[config.mk]
export PLATFORM = sky130hd
export DESIGN_NAME = phase_sequencer
export DESIGN_NICKNAME = d
export VERILOG_FILES = /design/src/rtl/phase_seq_pkg.sv /design/src/rtl/button_sync.sv /design/src/rtl/phase_sequencer.sv
export SDC_FILE = /design/constraint.sdc
export NUM_CORES = 1
export LEC_CHECK = 0
export CORE_MARGIN = 5
export CORE_UTILIZATION = 44
export CTS_BUF_LIST = sky130_fd_sc_hd__clkbuf_8
export CTS_CLUSTER_SIZE = 14
export DETAILED_ROUTE_END_ITERATION = 10
export GPL_TIMING_DRIVEN = 0
export HOLD_SLACK_MARGIN = 0.08
export PLACE_DENSITY = 0.75
export SYNTH_ARGS = -nofsm -noshare
export SYNTH_HDL_FRONTEND = slang
export SYNTH_HIERARCHICAL = 1
export SYNTH_SLANG_ARGS = --single-unit
[constraint.sdc]
create_clock -name clock -period 1.5 [get_ports clock]
set_input_delay 0.3 -clock clock [delete_from_list [all_inputs] [get_ports clock]]
set_output_delay 0.3 -clock clock [all_outputs]
set_load 0.05 [all_outputs]
[src/rtl/phase_seq_pkg.sv]
// Shared types for the phase sequencer: state encoding, phase ceiling and a one-hot helper.
package phase_seq_pkg;

  localparam int MAX_PHASES = 16;

  typedef enum logic [2:0] {
    IDLE     = 3'd0,
    RUN      = 3'd1,
    STOPPING = 3'd2,
    HALTED   = 3'd3,
    STEP     = 3'd4
  } seq_state_t;

  function automatic logic [MAX_PHASES-1:0] phase_onehot(input int unsigned idx);
    logic [3:0] bit_idx;
    bit_idx = idx[3:0];
    phase_onehot = '0;
    phase_onehot[bit_idx] = 1'b1;
  endfunction

endpackage

[src/rtl/button_sync.sv]
// Multi-flop synchroniser for an active-low board key, followed by a falling-edge
// detector that yields a single-cycle press pulse however long the key is held.
module button_sync #(
  parameter int STAGES = 2
) (
  input  logic clock,
  input  logic reset,
  input  logic button,
  output logic press
);

  logic sync_reg [STAGES];
  logic level_reg;

  genvar gi;
  generate
    for (gi = 0; gi < STAGES; gi++) begin : g_stage
      logic d;
      if (gi == 0) begin : g_first
        assign d = button;
      end else begin : g_chain
        assign d = sync_reg[gi-1];
      end

      // Idle level of the key is high, so a reset never manufactures a press.
      always_ff @(posedge clock) begin
        if (!reset) begin
          sync_reg[gi] <= 1'b1;
        end else begin
          sync_reg[gi] <= d;
        end
      end
    end
  endgenerate

  always_ff @(posedge clock) begin
    if (!reset) begin
      level_reg <= 1'b1;
    end else begin
      level_reg <= sync_reg[STAGES-1];
    end
  end

  assign press = level_reg & ~sync_reg[STAGES-1];

endmodule

[src/rtl/phase_sequencer.sv]
// Multi-phase instruction sequencer with run/stop/halt control from the exec key.
// Optional single-step mode is compiled in with the SINGLE_STEP_EN macro.
module phase_sequencer
  import phase_seq_pkg::*;
#(
  parameter  int NUM_PHASES  = 5,
  parameter  int SYNC_STAGES = 2,
  localparam int PHASE_W     = $clog2(NUM_PHASES)
) (
  input  logic                  clock,
  input  logic                  reset,
  input  logic                  exec,
  input  logic                  halt,
  input  logic                  stall,
  input  logic                  step_mode,
  output logic                  register_reset,
  output logic [NUM_PHASES-1:0] phase_en,
  output logic [PHASE_W-1:0]    phase,
  output logic                  running,
  output logic                  halted
);

  localparam logic [PHASE_W-1:0]    LAST_PHASE = PHASE_W'(NUM_PHASES - 1);
  localparam logic [NUM_PHASES-1:0] FIRST_EN   = NUM_PHASES'(phase_onehot(0));

  seq_state_t                state_reg;
  logic [PHASE_W-1:0]        phase_reg;
  logic [NUM_PHASES-1:0]     phase_en_reg;
  logic                      running_reg;
  logic                      halted_reg;
  logic                      press;
  logic                      retire;
  seq_state_t                launch_state;

  button_sync #(
    .STAGES(SYNC_STAGES)
  ) u_exec_sync (
    .clock (clock),
    .reset (reset),
    .button(exec),
    .press (press)
  );

`ifdef SINGLE_STEP_EN
  assign launch_state = step_mode ? STEP : RUN;
`else
  logic unused_step_mode;
  assign unused_step_mode = step_mode;
  assign launch_state     = RUN;
`endif

  assign retire = (phase_reg == LAST_PHASE) && !stall;

  always_ff @(posedge clock) begin
    if (!reset) begin
      state_reg    <= IDLE;
      phase_reg    <= '0;
      phase_en_reg <= '0;
      running_reg  <= 1'b0;
      halted_reg   <= 1'b0;
    end else begin
      case (state_reg)
        IDLE, HALTED: begin
          if (press) begin
            state_reg    <= (state_reg == IDLE) ? launch_state : RUN;
            phase_reg    <= '0;
            phase_en_reg <= FIRST_EN;
            running_reg  <= 1'b1;
            halted_reg   <= 1'b0;
          end
        end
`ifdef SINGLE_STEP_EN
        RUN, STOPPING, STEP: begin
`else
        RUN, STOPPING: begin
`endif
          if (retire) begin
            phase_reg <= '0;
            // Halt outranks a simultaneous press; a press at retire ends the run here.
            if (halt) begin
              state_reg    <= HALTED;
              phase_en_reg <= '0;
              running_reg  <= 1'b0;
              halted_reg   <= 1'b1;
            end else if (state_reg == RUN && !press) begin
              phase_en_reg <= FIRST_EN;
            end else begin
              state_reg    <= IDLE;
              phase_en_reg <= '0;
              running_reg  <= 1'b0;
            end
          end else begin
            if (!stall) begin
              phase_reg    <= phase_reg + 1'b1;
              phase_en_reg <= phase_en_reg << 1;
            end
            if (state_reg == RUN && press) begin
              state_reg   <= STOPPING;
              running_reg <= 1'b0;
            end
          end
        end
        default: begin
          state_reg    <= IDLE;
          phase_reg    <= '0;
          phase_en_reg <= '0;
          running_reg  <= 1'b0;
          halted_reg   <= 1'b0;
        end
      endcase
    end
  end

  assign register_reset = reset;
  assign phase_en       = phase_en_reg;
  assign phase          = phase_reg;
  assign running        = running_reg;
  assign halted         = halted_reg;

endmodule

* Word-level counts from Yosys, hierarchy flattened
Memory sizes are Yosys's and may differ from the RTL's.
Cells that the tools add are included.
** Cells by class
- Add/subtract/negate cells :: 1
- Equal/unequal tests :: 10
- Muxes and demuxes :: 30
- Bitwise logic cells :: 4
- Reduce and logical (&&, ||, !) cells :: 11
** Operator list (number)
- two-way mux 3 bit :: 8
- two-way mux 5 bit :: 3
- two-way mux 1 bit :: 14
- case mux 3 bit (2 select lines) :: 2
- case mux 5 bit (2 select lines) :: 1
- == test 3 x 2 -> 1 bit, second input constant :: 2
- inequality test 2 bit, second input constant :: 3
- inequality test 3 bit, second input constant :: 2
- AND reduction 3 bit :: 2
- inequality test 4 bit, second input constant :: 1
- case mux 1 bit (2 select lines) :: 2
- OR reduction 2 bit :: 2
- adder 3 x 1 -> 3 bit, second input constant :: 1
- == test 3 x 1 -> 1 bit, second input constant :: 1
- == test 3 bit, second input constant :: 1
- logical AND 1 bit :: 3
- logical NOT 3 bit :: 1
- logical NOT 1 bit :: 2
- bitwise OR 1 bit :: 2
- AND reduction 2 bit :: 1
- AND 1 bit :: 1
- inverter 1 bit :: 1
** Word-level totals
- Flip-flop bits (word level) :: 14
- Bits in writable memories :: 2
- Input port bits :: 6
- Output and inout bits :: 11
- Word-level logic and storage cells :: 63
- Memories kept :: 1
** Memory list
- u_exec_sync.sync_reg :: words 2, width 1, rd ports 2, clocked after Yosys merged registers in 0, wr ports 2, RTL line button_sync.sv:12 : logic sync_reg [STAGES];

* Longest topological paths before layout
Gate-level depths: netlist of run 1.
An unclocked memory read counts as a cell.
- Depth after elaboration :: 9
- Depth in mapped cells :: 6
- Gate-level depth less buffers :: 5

* Hierarchy
The synthesis of run 1 kept the hierarchy.
** Modules (own cells, without submodules)
- phase_sequencer :: instances 1, cells an instance 67, area an instance 608.1 µm², seq. area each 240.2 µm²
- button_sync :: instances 1, cells an instance 7, area an instance 85.1 µm², seq. area each 60.1 µm²

* Worst setup path after synthesis of run 1
OpenSTA, ideal clock, no wires.
- Path type :: reg2reg
- From :: register phase_reg[0] (netlist: phase[0])
- To :: register phase_reg[2] (netlist: phase[2])
- Library setup time :: 0.059 ns
- Data arrival time :: 1.578 ns
- Required time :: 1.441 ns
- Path slack :: -0.137 ns
- Stages on the path, launching flop included :: 6
- Path buffers :: 0
- Period minus slack after synthesis :: 1.637 ns
- Cell sequence :: dfxtp_1 -> inv_1 -> ha_1 -> and4bb_4 -> a2111o_1 -> nand2_1
** Between the ends
- Word-level cells in the longest chain between the ends :: 4
- Elaborated cells on any way between the ends :: 8
- Classes of those cells :: add/sub: 1; eq/ne: 2; mux: 3; reduce/logical: 2
** Ends and longest elaborated chain
- from (decl) :: RTL line phase_sequencer.sv:27 : logic [PHASE_W-1:0] phase_reg;
- from (signal assigned) :: RTL line phase_sequencer.sv:94 : phase_reg <= phase_reg + 1'b1;
- adder 3 x 1 -> 3 bit or == test 3 bit (tied branches) :: RTL line phase_sequencer.sv:94, phase_sequencer.sv:52
- two-way mux 3 bit or logical AND 1 bit (tied branches) :: RTL line phase_sequencer.sv:93, phase_sequencer.sv:52
- two-way mux 3 bit or inequality test 3 bit (tied branches)
- case mux 3 bit (2 select lines) or AND reduction 2 bit (tied branches)
Several ways; a longest one is shown, not always the timed one. The select of a mux whose other input is x is not followed.
A chain may end at the register's enable or synchronous reset.

* Final worst setup path of run 1
- From :: input stall
- To :: register phase_en_reg[0] (netlist: phase_en[0])
** Between the ends
- Word-level cells in the longest chain between the ends :: 4
- Elaborated cells on any way between the ends :: 6
- Classes of those cells :: eq/ne: 1; mux: 2; reduce/logical: 3
** Ends and longest elaborated chain
- from (decl) :: RTL line phase_sequencer.sv:14 : input logic stall,
- logical NOT 1 bit
- logical AND 1 bit :: RTL line phase_sequencer.sv:52 : assign retire = (phase_reg == LAST_PHASE) && !stall;
- two-way mux 5 bit or inequality test 3 bit (tied branches)
- case mux 5 bit (2 select lines) or AND reduction 2 bit (tied branches)
- to (signal assigned) :: RTL line phase_sequencer.sv:95 : phase_en_reg <= phase_en_reg << 1;
- to (decl) :: RTL line phase_sequencer.sv:28 : logic [NUM_PHASES-1:0] phase_en_reg;
Several ways; a longest one is shown, not always the timed one.

==> impl_metrics.py, run 1 <==
metrics = {
    "outcome": {
        "status": "completed",
    },
    "clock_tree": {
        "htree_levels": 1,
        "clkTransAtPathRegs_ns": 0.06,
        "clock_path_buffers": 2,
        "cts_hold_buf": 0,
        "clock_latency_ns": 0.25,
        "clkSinkCount": 15,
        "cts_inserted_buffers": 3,
        "cts_tree": "done",
        "root_buffer": "clkbuf_8",
    },
    "yosys": {
        "synthCells": 74,
        "syn_area_um2": 693,
        "synth_edf_count": 0,
        "synth_cell_type_count": 30,
        "synthArstFlopShare": 0,
        "ys_seq_area_frac": 0.433,
        "ys_warn_count": 6,
        "synth-compound-area-share": 0.199,
        "synthSimpleGateAreaFrac": 0.235,
        "synth_top_family_by_area": "simple AND/OR/NAND/NOR gates",
        "synth_ff_type": "dfxtp_1",
        "synth_top_area_cell": "dfxtp_1",
        "synthMuxAreaShare": 0.0289,
        "avgSynthCellArea_um2": 9.37,
        "synth_seq_cells": 15,
        "yosys.area_share.adder": 0.0542,
        "synth_area_leaders": "dfxtp_1 (43%), ha_1 (5.4%), a32oi_1 (5.1%)",
        "netlist.area_leader.share": 0.433,
        "synth_nets": 83,
        "synth_xor_area_frac": 0,
    },
    "drt": {
        "drc": 0,
        "drt-initial-drc-count": 16,
        "wirelength_mm": 1.70,
        "detail_route.wl_per_cell_um": 15.4,
        "via_per_inst": 5.85,
        "drtPass1Iterations": 4,
        "via_count": 644,
        "antenna_left": 0,
    },
    "final_layout": {
        "fin_nets": 104,
        "final_util": 0.650,
        "drive_gt1_frac": 0.266,
        "largest_reg_flops": 5,
        "nFillCells": 142,
        "diodes": 0,
        "areaGrowthSynthToFinish_pct": 41.2,
    },
    "timing": {
        "min_period_ns": 1.46,
        "fin_worst_skew_ns": 0.00378,
        "clock.fmax_ghz": 0.685,
        "whs_ns": 0.418,
        "final_max_slew_viol_count": 0,
        "fin_crit_sh": 0.973,
        "tns_ns": 0,
        "postLayoutSetupSlackWorst_ns": 0.0400,
        "worstMarginPinSlew_ns": 0.492,
        "final-hold-violation-count": 0,
        "slew_headroom": 0.674,
        "setup_viol": 0,
        "rsz0062_at_grt": "true",
    },
    "pwr": {
        "switching_share": 0.323,
        "leakagePower_uw": 0.000418,
        "vdd_drop_max_uv": 758,
        "net-switching-power_uw": 356,
        "seqPwrFrac": 0.410,
        "clock_power_share": 0.292,
        "p_comb_frac": 0.298,
        "power_density_mw_per_mm2": 1130,
        "p_int_uw": 746,
    },
    "grt": {
        "grt_max_degree": 11,
        "grt_pass1_wl_mm": 2.85,
        "grt_overflow_total": 0,
        "track_usage": 0.149,
        "antenna_found_initial": 0,
        "grt_pass1_vias": 628,
    },
    "hold_path": {
        "min_to": "u_exec_sync/sync_reg[1]",
        "hold_class": "flop to flop",
        "min_from": "u_exec_sync/sync_reg[0]",
        "hold_depth": 1,
    },
    "setup_path": {
        "rr_endpoint": "state_reg[1]",
        "rrSetupSlack_ns": 0.05,
        "r2r_start": "state_reg[1]",
        "critPathMaxStageDelay_ns": 0.52,
        "path_cells": "clkdlybuf4s50_1 > nand3b_1 > o31ai_2 > o311a_1",
        "critPathBufInv": 1,
        "end_kind": "flop",
        "crit_family": "buffers and inverters",
        "worstSetupPathType": "input port to flop",
        "slowest_stage": "clkdlybuf4s50_1",
        "r2r_cells": 6,
        "cp-start-kind": "input port",
        "path_max_fanout": 6,
        "critPathRequiredTime_ns": 1.69,
        "arrival_ns": 1.65,
    },
    "floorplan": {
        "num_rows": 14,
        "io_pins": 17,
        "fp.dieH_um": 49.7,
        "core_mm2": 0.00151,
        "fp.dieArea_mm2": 0.00247,
        "die_x_um": 49.7,
        "initial_utilization": 0.460,
    },
    "run": {
        "maxCapViolCount": 0,
    },
    "place": {
        "hpwl_mm": 1.11,
        "pre_cts_slack_ns": -0.578,
        "place_congestion": 0.851,
        "numPortBuffers": 15,
    },
}
-- per-layer routing --
metal / vias to the layer above / wire length (µm) / global-route usage
li1: 313 / - / -
met1: 311 / 729 / 0.171
met2: 16 / 860 / 0.248
met3: 4 / 86 / 0.0602
met4: 0 / 23 / 0.0524
met5: - / 0 / 0
-- placed cells by master, fill, tap and decap left out, types with 2 or more instances in the layout --
cell,count
nand2b_1,4
nand3b_1,2
dfxtp_2,4
a32oi_1,4
clkdlybuf4s15_2,2
nor2_1,8
o211ai_1,2
o31ai_2,2
inv_1,4
buf_4,2
ha_1,2
dlygate4sd2_1,10
dfxtp_1,11
clkdlybuf4s50_1,3
clkbuf_8,3
nand2_1,6
mux2i_1,2
-- metrics by stage --
| stage | cell area, µm² | power, µW | cells |
|---|---|---|---|
| 6_report | 978 | 1100 | 110 |
| 3_3_place_gp | 866 | 711 | 105 |
| 5_1_grt | 978 | 1160 | 110 |
| 4_1_cts | 951 | 1080 | 109 |
| 3_5_place_dp | 866 | 717 | 105 |
| 2_1_floorplan | 696 | 640 | 74 |
-- cells in the mapped netlist (2+ instances only) --
master / number
dfxtp_1: 15
nor2_1: 8
nand2_1: 7
a32oi_1: 4
nand2b_1: 4
ha_1: 3
inv_1: 3
a21oi_1: 2
buf_4: 2
mux2i_1: 2
nand3b_1: 2
nor2b_1: 2
o211ai_1: 2
o31ai_1: 2
-- how the worst max path moves through the flow --
stage	startpoint	to	cells after the start
finish	stall	phase_en[0]	4
global route	stall	phase_en[0]	4
CTS	state_reg[1]	state_reg[1]	6
detailed placement	reset	register_reset	3
global placement	reset	register_reset	3
floorplan	state_reg[1]	phase_en[2]	6
-- layout make-up --
type                       count  area [µm²]  area share
multi-input combinational     52         412       0.421
clock inverter                 1        3.75     0.00384
sequential                    15         305       0.312
timing repair buffer          16         148       0.151
clock buffer                   3        41.3      0.0422
buffer                         3        33.8      0.0345
inverter                       4        15.0      0.0153
tap                           16        20.0      0.0205
-- kinds of logic after synthesis --
family	Yosys count
buffers and inverters	7
AND/OR/NAND/NOR	30
flip-flops	15
AO/OA/AOI/OAI	17
adder cells (fa/ha/maj)	3
multiplexers	2
-- power groups by stage --
stage	combinational, µW	clock, µW	sequential, µW
2_1_floorplan	141	0	499
3_3_place_gp	258	0	453
3_5_place_dp	263	0	453
4_1_cts	303	331	449
5_1_grt	351	356	456
6_report	329	322	451
-- what timing repair did --
| item | 4_1_cts | 5_1_grt |
|---|---|---|
| setup endpoints to repair | 19 | 4 |
| cloned | 0 | 0 |
| gates resized for setup | 27 | 6 |
| pin swaps | 1 | 0 |
| setup buffers | 0 | 1 |
No activity file was read; power rests on OpenSTA's default activity.
==> run 2: changes to the inputs <==
--- a/config.mk
+++ b/config.mk
@@ -6,13 +6,13 @@
 export NUM_CORES = 1
 export LEC_CHECK = 0
 export CORE_MARGIN = 5
-export CORE_UTILIZATION = 44
+export CORE_UTILIZATION = 49
 export CTS_BUF_LIST = sky130_fd_sc_hd__clkbuf_8
 export CTS_CLUSTER_SIZE = 14
 export DETAILED_ROUTE_END_ITERATION = 10
 export GPL_TIMING_DRIVEN = 0
 export HOLD_SLACK_MARGIN = 0.08
-export PLACE_DENSITY = 0.75
+export PLACE_DENSITY = 0.79
 export SYNTH_ARGS = -nofsm -noshare
 export SYNTH_HDL_FRONTEND = slang
 export SYNTH_HIERARCHICAL = 1
==> constraint.sdc (replaced) <==
create_clock -name clock -period 1.6 [get_ports clock]
set_input_delay 0.32 -clock clock [delete_from_list [all_inputs] [get_ports clock]]
set_output_delay 0.32 -clock clock [all_outputs]
set_load 0.05 [all_outputs]
==> impl_metrics.py, run 2 (synthesis results as in run 1) <==
metrics = {
    "floorplan": {
        "initial_utilization": 0.526,
        "io_pins": 17,
        "die_x_um": 47.6,
        "core_mm2": 0.00132,
        "num_rows": 13,
        "fp.dieArea_mm2": 0.00227,
        "fp.dieH_um": 47.6,
    },
    "final_layout": {
        "most-common-layout-cells": "dfxtp_1 (14), dlygate4sd2_1 (9), nor2_1 (8)",
        "fin_cells": 108,
        "diodes": 0,
        "fin_nets": 103,
        "multiInputGateArea_um2": 394,
        "drive_gt1_frac": 0.172,
        "nFillCells": 114,
        "layout_commonest_cell": "dfxtp_1",
        "seq_area_um2": 302,
        "areaGrowthSynthToFinish_pct": 35.6,
        "final_util": 0.713,
        "largest_reg_flops": 5,
    },
    "hold_path": {
        "hold_depth": 2,
        "min_from": "reset",
        "min_to": "u_exec_sync/sync_reg[0]",
        "hold_class": "input port to flop",
    },
    "drt": {
        "via_per_inst": 5.91,
        "antenna_left": 0,
        "detail_route.wl_per_cell_um": 15.1,
        "drtPass1Iterations": 4,
        "wirelength_mm": 1.63,
        "via_count": 638,
        "drc": 0,
        "drt-initial-drc-count": 20,
    },
    "timing": {
        "fin_crit_sh": 0.957,
        "worstMarginPinSlew_ns": 0.598,
        "final-hold-violation-count": 0,
        "final_max_slew_viol_count": 0,
        "fin_worst_skew_ns": 0.00250,
        "clock.fmax_ghz": 0.653,
        "whs_ns": 0.370,
        "setup_viol": 0,
        "min_period_ns": 1.53,
        "slew_headroom": 0.601,
    },
    "setup_path": {
        "end_kind": "output pin",
        "crit_family": "buffers and inverters",
        "r2r_cells": 3,
        "rr_endpoint": "running",
        "slowest_stage": "clkdlybuf4s15_1",
        "critPathMaxStageDelay_ns": 0.53,
        "cp-startpoint": "phase[2]",
        "path_max_fanout": 6,
        "r2r_start": "u_exec_sync/level_reg",
        "critPathBufInv": 1,
        "critPathRequiredTime_ns": 1.28,
        "arrival_ns": 1.21,
        "rrSetupSlack_ns": 0.12,
        "cp-start-kind": "flop",
        "path_cells": "clkdlybuf4s15_1",
        "worstSetupPathType": "flop to output pin",
    },
    "pwr": {
        "power_density_mw_per_mm2": 1060,
        "vdd_drop_max_uv": 749,
        "leakagePower_uw": 0.000411,
        "total_power_uw": 995,
    },
    "outcome": {
        "status": "completed",
    },
    "clock_tree": {
        "htree_levels": 1,
        "cts_hold_buf": 0,
        "clock_latency_ns": 0.24,
        "clkTransAtPathRegs_ns": 0.06,
        "root_buffer": "clkbuf_8",
        "clkSinkCount": 15,
        "clock_path_buffers": 2,
        "cts_tree": "done",
        "cts_inserted_buffers": 3,
        "post_cts_buffers": 0,
    },
    "place": {
        "hpwl_mm": 1.17,
        "dpl.cell_count": 104,
        "place_congestion": 0.845,
        "numPortBuffers": 15,
    },
    "grt": {
        "antenna_found_initial": 0,
        "track_usage": 0.164,
        "grt_pass1_vias": 623,
        "grt_max_degree": 11,
        "grt_overflow_total": 0,
        "grt_pass1_wl_mm": 2.59,
    },
    "run": {
        "maxCapViolCount": 0,
    },
}
[run 2: cell count changes in the layout (fill, tap and decap cells not counted), sizes merged]
| cell | before | now |
|---|---|---|
| dlygate4sd2 | 10 | 9 |
| dlymetal6s2s | 0 | 1 |
| clkdlybuf4s15 | 2 | 1 |
[run 2: per-layer routing]
metal | wire length, µm | up-vias | track usage
li1 | - | 310 | -
met1 | 719 | 309 | 0.200
met2 | 820 | 17 | 0.281
met3 | 75 | 2 | 0.0226
met4 | 11 | 0 | 0.0806
met5 | 0 | - | 0
[run 2: what timing repair did]
item,in CTS,in global routing
pin swaps,0,3
resized for setup,14,11
setup endpoints to repair,11,8
[run 2: area by class of cell]
type                       count  share of cell area
timing repair buffer          15               0.148
multi-input combinational     52               0.419
tap                           15              0.0200
clock inverter                 1             0.00399
inverter                       4              0.0160
buffer                         3              0.0280
sequential                    15               0.321
clock buffer                   3              0.0439
[run 2: per-stage QoR]
| step | instance area (µm²) | setup TNS [ns] | setup WS, ns |
|---|---|---|---|
| 2_1_floorplan | 694 | 0 | 0.000683 |
| 3_3_place_gp | 863 | -0.715 | -0.505 |
| 3_5_place_dp | 863 | -0.836 | -0.537 |
| 4_1_cts | 893 | 0 | 0.000634 |
| 5_1_grt | 940 | -0.0192 | -0.0192 |
| 6_report | 940 | 0 | 0.0687 |
[run 2: worst reg2reg max path: cells and delay by family (launching register included)]
kind / cells / cell delay [ns]
flops: 1 / 0.31
simple gates: 2 / 0.74
compound gates: 1 / 0.34
[run 2: worst max-delay path by stage]
stage                      to  slack [ns]  depth (start not counted)
4_1_cts              phase[0]      0.0006                          6
2_1_floorplan        phase[2]      0.0007                          5
6_report             phase[2]        0.07                          1
3_5_place_dp   register_reset       -0.54                          3
5_1_grt               running       -0.02                          3
3_3_place_gp   register_reset       -0.50                          3
[run 2: where the power goes]
part / leakage (µW) / switching, µW / total (µW) / internal, µW
registers: 0.000123 / 22.0 / 421 / 399
clock network: 0.0000269 / 123 / 293 / 169
logic: 0.000262 / 167 / 282 / 115
